--- config.mk ---
export PLATFORM = sky130hd
export DESIGN_NAME = shiftright_sequential
export DESIGN_NICKNAME = d
export VERILOG_FILES = /design/src/rtl/shiftright_sequential.sv
export SDC_FILE = /design/constraint.sdc
export NUM_CORES = 1
export LEC_CHECK = 0
export ABC_AREA = 1
export BUFFER_PORTS_ARGS = -buffer_cell sky130_fd_sc_hd__buf_2
export CAP_MARGIN = 10
export CORE_MARGIN = 5
export CORE_UTILIZATION = 55
export CTS_BUF_LIST = sky130_fd_sc_hd__clkbuf_2 sky130_fd_sc_hd__clkbuf_4 sky130_fd_sc_hd__clkbuf_8
export DETAILED_ROUTE_END_ITERATION = 7
export PLACE_DENSITY = 0.82
export SYNTH_ARGS = -nofsm -noshare
export SYNTH_HDL_FRONTEND = slang
export SYNTH_SLANG_ARGS = --single-unit
--- constraint.sdc ---
create_clock -name clock -period 4 [get_ports clock]
set_clock_uncertainty 0.2 [all_clocks]
set_input_delay 0.2 -clock clock [delete_from_list [all_inputs] [get_ports clock]]
set_output_delay 0.2 -clock clock [all_outputs]
set_load 0.02 [all_outputs]
--- src/rtl/shiftright_sequential.sv ---
// Multi-cycle 32-bit logical/arithmetic right shifter, one power-of-two stage per clock.
// Define SHIFTRIGHT_EARLY_EXIT_EN to leave SHIFT once the remaining amount bits are all zero.
module shiftright_sequential (
  input  logic        clock,
  input  logic        reset,
  input  logic        ctrl_shift,
  input  logic [31:0] data_operand,
  input  logic [4:0]  ctrl_shiftamt,
  input  logic        ctrl_arith,
  output logic [31:0] data_result,
  output logic        data_resultRDY,
  output logic        busy
);

  typedef enum logic [1:0] {
    IDLE  = 2'd0,
    SHIFT = 2'd1,
    DONE  = 2'd2
  } state_t;

  state_t      state;
  logic [31:0] work;
  logic [4:0]  amount;
  logic        fill;
  logic [2:0]  stage;

  logic        stage_bit;
  logic [4:0]  stage_dist;
  logic        last_stage;
  logic [63:0] stage_ext;
  logic [31:0] stage_work;
  logic        start_to_done;

  // Stage 0 applies the 16-bit shift, stage 4 the 1-bit shift.
  always_comb begin
    stage_bit  = 1'b0;
    stage_dist = 5'd0;
    last_stage = 1'b0;
    case (stage)
      3'd0: begin
        stage_bit  = amount[4];
        stage_dist = 5'd16;
`ifdef SHIFTRIGHT_EARLY_EXIT_EN
        last_stage = (amount[3:0] == 4'd0);
`endif
      end
      3'd1: begin
        stage_bit  = amount[3];
        stage_dist = 5'd8;
`ifdef SHIFTRIGHT_EARLY_EXIT_EN
        last_stage = (amount[2:0] == 3'd0);
`endif
      end
      3'd2: begin
        stage_bit  = amount[2];
        stage_dist = 5'd4;
`ifdef SHIFTRIGHT_EARLY_EXIT_EN
        last_stage = (amount[1:0] == 2'd0);
`endif
      end
      3'd3: begin
        stage_bit  = amount[1];
        stage_dist = 5'd2;
`ifdef SHIFTRIGHT_EARLY_EXIT_EN
        last_stage = (amount[0] == 1'b0);
`endif
      end
      default: begin
        stage_bit  = amount[0];
        stage_dist = 5'd1;
        last_stage = 1'b1;
      end
    endcase
  end

  always_comb begin
    stage_ext  = {{32{fill}}, work} >> stage_dist;
    stage_work = stage_bit ? stage_ext[31:0] : work;
  end

  // A zero shift amount skips the SHIFT phase entirely when early exit is built in.
`ifdef SHIFTRIGHT_EARLY_EXIT_EN
  assign start_to_done = (ctrl_shiftamt == 5'd0);
`else
  assign start_to_done = 1'b0;
`endif

  assign data_result = work;

  always_ff @(posedge clock or posedge reset) begin
    if (reset) begin
      state          <= IDLE;
      work           <= 32'd0;
      amount         <= 5'd0;
      fill           <= 1'b0;
      stage          <= 3'd0;
      data_resultRDY <= 1'b0;
      busy           <= 1'b0;
    end else begin
      case (state)
        IDLE, DONE: begin
          if (ctrl_shift) begin
            work   <= data_operand;
            amount <= ctrl_shiftamt;
            fill   <= ctrl_arith & data_operand[31];
            stage  <= 3'd0;
            if (start_to_done) begin
              state          <= DONE;
              data_resultRDY <= 1'b1;
              busy           <= 1'b0;
            end else begin
              state          <= SHIFT;
              data_resultRDY <= 1'b0;
              busy           <= 1'b1;
            end
          end else begin
            state          <= IDLE;
            data_resultRDY <= 1'b0;
            busy           <= 1'b0;
          end
        end
        SHIFT: begin
          work <= stage_work;
          if (last_stage) begin
            state          <= DONE;
            data_resultRDY <= 1'b1;
            busy           <= 1'b0;
          end else begin
            stage          <= stage + 3'd1;
            data_resultRDY <= 1'b0;
            busy           <= 1'b1;
          end
        end
        default: begin
          state          <= IDLE;
          data_resultRDY <= 1'b0;
          busy           <= 1'b0;
        end
      endcase
    end
  end

endmodule

# Word-level counts from Yosys, hierarchy flattened
# Cells that the tools add are included.
# word_totals
regBits	45
latch_bits	0
ram_bits	0
rom_bits	0
out_inout_bits	34
word_cells	43
mem_count	0
# classes
add_sub_neg	1
multipliers	0
n_div	0
order_cmp	0
eq_ne	9
shift	1
mux	16
bitwise_logic	1
n_reduce_logical	8
# op_table
op	count
32-bit 2-to-1 mux	2
32-bit case mux with 2 select lines	1
64-bit by 5-bit >> shifter with 32-bit output	1
5-bit case mux with 4 select lines	1
2-bit inequality test, second input constant	4
3-bit by 2-bit equality test with 1-bit output, second input constant	2
3-bit 2-to-1 mux	2
3-bit case mux with 2 select lines	1
3-bit AND reduction	2
1-bit 2-to-1 mux	5
1-bit case mux with 4 select lines	1
2-bit case mux with 2 select lines	1
4-bit OR reduction	1
3-bit by 1-bit adder with 3-bit output, second input constant	1
3-bit by 1-bit equality test with 1-bit output, second input constant	1
3-bit zero test	1
2-bit by 1-bit equality test with 1-bit output, second input constant	1
2-bit equality test, second input constant	1
2-bit zero test	1
2-bit 2-to-1 mux	1
1-bit case mux with 2 select lines	1
2-bit AND reduction	1
2-bit nonzero test	1
2-bit OR reduction	1
1-bit AND	1

# Depth between registers and ports, before layout
# depth
depth_word	5
depth_mapped	16
depth_no_buf	15

# Least setup slack after synthesis
# OpenSTA, ideal clock, no wires.
# synth_timing
path_type	register to register
startpoint	reg stage[0]
endpoint	reg work[0] (netlist: data_result[0])
setup_ns	0.116
arrival_time_ns	1.862
path_slack_ns	1.822
path_stages_with_launch	16
n_path_buf	1
cell_sequence	dfrtp_1 -> ha_1 -> ha_1 -> a21oi_4 -> nand2_4 -> buf_6 -> nand2_1 -> nand3_1 -> nand3_1 -> nand2_1 -> nand2_1 -> nand2_1 -> nor2_1 -> nand2_1 -> nand2_1 -> nand2_1
# synth_between
elab_chain_len	5
elab_cells_between_ends	11
classes_between	eq/ne: 4; shift: 1; mux: 4; reduce/logical: 2
# synth_lines
element	line_no	rtl
start: declaration	25	logic [2:0] stage;
start signal: assignment	129	stage <= stage + 3'd1;
3-bit by 2-bit equality test with 1-bit output, or another cell as far along	39	case (stage)
5-bit case mux with 4 select lines	39	
64-bit by 5-bit >> shifter with 32-bit output	77	stage_ext = {{32{fill}}, work} >> stage_dist;
32-bit 2-to-1 mux	78	stage_work = stage_bit ? stage_ext[31:0] : work;
32-bit case mux with 2 select lines	100	case (state)
end signal: assignment	103	work <= data_operand;
end signal: assignment	123	work <= stage_work;
end: declaration	22	logic [31:0] work;
# Parallel ways exist; a longest one is shown, timed or not. The select of a mux whose other input is x is not followed.
# A chain may end at the register's enable or synchronous reset.

# Worst setup path after layout
# layout_timing
startpoint	reg stage[0]
endpoint	reg work[7] (netlist: data_result[7])
# The elaborated chain is that of the path after synthesis.

==> reports/qor_table.md <==
| Quantity | This run | Unit |
| --- | --- | --- |
| Capture point of the critical path | data_result[7] | - |
| HP Class | in2reg | - |
| Placed cell count | 872 | - |
| TNS Setup | 0 | ns |
| Resized cells post-CTS | 0 | - |
| Fraction of layout instances using a drive strength above 1 | 0.162 | - |
| Cells traversed along the worst timing path | inv_1 -> ha_1 -> o21ai_4 -> buf_4 -> nand2_4 -> nor2_4 -> a22oi_4 -> nand2_4 -> inv_4 -> nor2_1 -> nand2_1 -> nand2_1 | - |
| Final design area excluding fillers | 4730 | sq um |
| Top post-synthesis cells by area | sky130_fd_sc_hd__dfrtp_1 (27%), sky130_fd_sc_hd__nand2_1 (25%), sky130_fd_sc_hd__nand3_1 (19%) | - |
| Primary FF master, synth | sky130_fd_sc_hd__dfrtp_1 | - |
| CP required | 4.00 | ns |
| Final routed wirelength across all metal layers | 13400 | um |
| Launching element of the worst setup path | stage[0] | - |
| # rows | 31 | - |
| Area fraction of the dominant cell type after synthesis | 0.269 | - |
| Run status | finished clean | - |
| CTS Buf Count | 5 | - |
| Fin crit share | 0.734 | - |
| Post-detailed-route DRC marker count | 0 | - |
| Relative area change from synthesis to final layout | 12.9 | % |
| Clock insertion delay at the later pin of the skew report | 0.31 | ns |
| Proportion of synthesized flip-flops having asynchronous set or reset | 1.00 | - |
| Dominant cell by count in the synthesized netlist | sky130_fd_sc_hd__nand2_1 | - |
| Chip Height | 97.2 | um |
| Highest-delay cell along the critical path | sky130_fd_sc_hd__inv_4 | - |
| Width of the die | 97.2 | um |
| Critical path type | reg2reg | - |
| Synth Warn # | 0 | - |
| Number of unique standard cell types used by synthesis | 25 | - |
| Fraction of the yosys area taken by sequential cells | 0.269 | - |
| Worst Reg-to-Reg Cells | 12 | - |
| Clock period minus worst slack | 2.94 | ns |
| Max transition margin | 0.371 | - |
| Highest clock rate | 341 | MHz |
| Worst reg2reg endpoint | data_result[7] | - |
| Count of pins on the block boundary | 75 | - |
| Final max-slew violation count | 0 | - |
| Post-synth top cells | sky130_fd_sc_hd__nand2_1 (282), sky130_fd_sc_hd__nand3_1 (161), sky130_fd_sc_hd__nor2_1 (104) | - |
| Data arrival at the endpoint of the critical path | 2.94 | ns |
| 1st-iter DRT viols | 630 | - |
| Clock Tree Buf Depth | 2 | - |
| Setup slack of the worst register-to-register path | 1.06 | ns |
| Yosys top cell by area | sky130_fd_sc_hd__dfrtp_1 | - |
| Antenna violation net count after detailed routing | 0 | - |
| Length of the first detailed-routing pass in iterations | 7 | - |
| Cell area after technology mapping | 4190 | sq um |
| Slew at the pin closest to its max-slew limit | 0.942 | ns |
| Number of max-capacitance violations reported | 0 | - |
| Clock-pin slew on the worst setup and hold paths | 0.09 | ns |
| Critical path depth in cells | 12 | - |
| Initial antenna violation count | 0 | - |
| Routability-driven placement congestion ratio | 0.958 | - |
| Crit Path Max Fanout | 58 | - |
| Startpoint Class | flip-flop | - |
| Number of levels the H-tree was split into | 2 | - |
| Vias in the first global route | 4620 | - |
| Effective utilization at floorplan | 0.571 | - |
| Synthesized Nets | 773 | - |
| DPL Wire Length | 9990 | um |
| Buf+Inv Stages, Crit Path | 3 | - |
| Launch instance of the worst register-to-register path | stage[0] | - |
| Routed len/inst | 15.1 | um |
| Full die area | 9460 | sq um |
| Maximum number of pins on one net before global-route repair | 59 | - |
| Longest individual stage delay on the worst path | 0.47 | ns |
| Endpoints failing hold | 0 | - |
| Number of instances in the synthesized netlist | 727 | - |
| Count of fill cells added during filler insertion | 728 | - |
| Global-route usage over all layers | 0.284 | - |
| Count of flip-flops with a built-in enable after synthesis | 0 | - |
| Port Buf Inserts | 74 | - |
| Setup repair after global routing missed its margin | false | - |
| Diode count | 0 | - |
| Remaining global-route overflow | 0 | - |
| Largest delay contributor family on the critical path | buffers and inverters | - |
| Layout Utilization | 0.645 | - |
| First-pass GRT wire length | 22400 | um |
| Vias | 5005 | - |
| CP endpoint kind | flip-flop | - |
| Root buffer cell | sky130_fd_sc_hd__clkbuf_8 | - |
| Number of flip-flops and latches in the synthesized netlist | 45 | - |
| Area after DPL | 4530 | sq um |
| CTS tree | built | - |
| Vias/cell | 5.64 | - |
| Number of setup violations in the final report | 0 | - |
| Finished Layout Cells | 888 | - |
| Synth Area per Inst | 5.76 | sq um |
| Setup Fix Bufs, Post-CTS | 0 | - |
| Clock sinks | 45 | - |
| Final net count | 834 | - |
| CORE AREA | 7330 | sq um |
final cells by class:
| type | count | area, sq um | share of cell area |
|---|---|---|---|
| well taps | 99 | 124 | 0.0262 |
| inverters | 48 | 185 | 0.0392 |
| flip-flops and latches | 45 | 1130 | 0.238 |
| clock inverters | 1 | 30.0 | 0.00635 |
| multi-input cells | 599 | 2670 | 0.564 |
| repair buffers | 89 | 503 | 0.106 |
| clock buffers | 7 | 90.1 | 0.0191 |
logic make-up after synthesis:
group                    synth area share
AO/OA/AOI/OAI                      0.0314
adder cells (fa/ha/maj)            0.0149
buffers and inverters              0.0956
flip-flops                          0.269
AND/OR/NAND/NOR                     0.589
timing repair:
item / in CTS / in global routing
endpoints found under the setup margin: 0 / 0
hold endpoints to repair: 51 / 0
hold buffers: 8 / 0
flip-flops by register name (all words and copies together) (netlist names):
register / cells
data_result: 32
data_resultRDY: 1
amount: 5
state: 2
busy: 1
stage: 3
fill: 1
routing by layer:
layer  vias up  part of all wire  GRT usage  routed length, um
met3        31              0.10     0.0337               1390
met1      2258              0.44      0.423               5920
li1       2419                 -          -                  -
met5         -                 0          0                  0
met2       297              0.43      0.433               5810
met4         0             0.021     0.0788                280
placed cells by master (no fill, tap or decap):
master / count
sky130_fd_sc_hd__o21ai_0: 11
sky130_fd_sc_hd__nor2_4: 3
sky130_fd_sc_hd__nand2_1: 282
sky130_fd_sc_hd__inv_1: 42
sky130_fd_sc_hd__dfrtp_1: 45
sky130_fd_sc_hd__buf_4: 7
sky130_fd_sc_hd__nor2_2: 1
sky130_fd_sc_hd__o31ai_1: 1
sky130_fd_sc_hd__a22oi_4: 1
sky130_fd_sc_hd__nand3_1: 161
sky130_fd_sc_hd__nand2_4: 4
sky130_fd_sc_hd__ha_1: 5
sky130_fd_sc_hd__inv_2: 4
sky130_fd_sc_hd__clkbuf_4: 1
sky130_fd_sc_hd__buf_2: 74
sky130_fd_sc_hd__nand2_2: 22
sky130_fd_sc_hd__inv_4: 2
sky130_fd_sc_hd__dlygate4sd3_1: 8
sky130_fd_sc_hd__a21oi_4: 1
sky130_fd_sc_hd__clkbuf_8: 6
sky130_fd_sc_hd__nor2_1: 103
sky130_fd_sc_hd__bufinv_16: 1
sky130_fd_sc_hd__o21ai_4: 1
sky130_fd_sc_hd__o21ai_1: 3
tightest hold or removal path: cells and delay by family:
| kind | cells | cell delay (ns) |
|---|---|---|
| simple gates | 4 | 0.22 |
| buf+inv | 1 | 0.07 |
worst min path at each step:
stage / end / cells past startpoint / slack [ns] / startpoint
finish: data_result[0] / 5 / 0.02 / data_operand[0]
detailed placement: amount[4] / 3 / 0.21 / ctrl_shiftamt[4]
CTS: data_result[0] / 5 / 0.02 / data_operand[0]
floorplan: amount[1] / 2 / 0.12 / ctrl_shiftamt[1]
global placement: amount[3] / 3 / 0.21 / ctrl_shiftamt[3]
global route: data_result[10] / 5 / 0.04 / data_operand[10]
metrics by stage:
step	setup WS [ns]	hold slack, ns
6_report	1.06	0.0201
5_1_grt	0.823	0.0375
4_1_cts	1.07	0.0226
3_5_place_dp	1.09	0.215
3_3_place_gp	1.16	0.209
2_1_floorplan	1.82	0.117
Power is not shown: default switching activity piles up to over one toggle a cycle in this logic, so the estimate is an artifact.
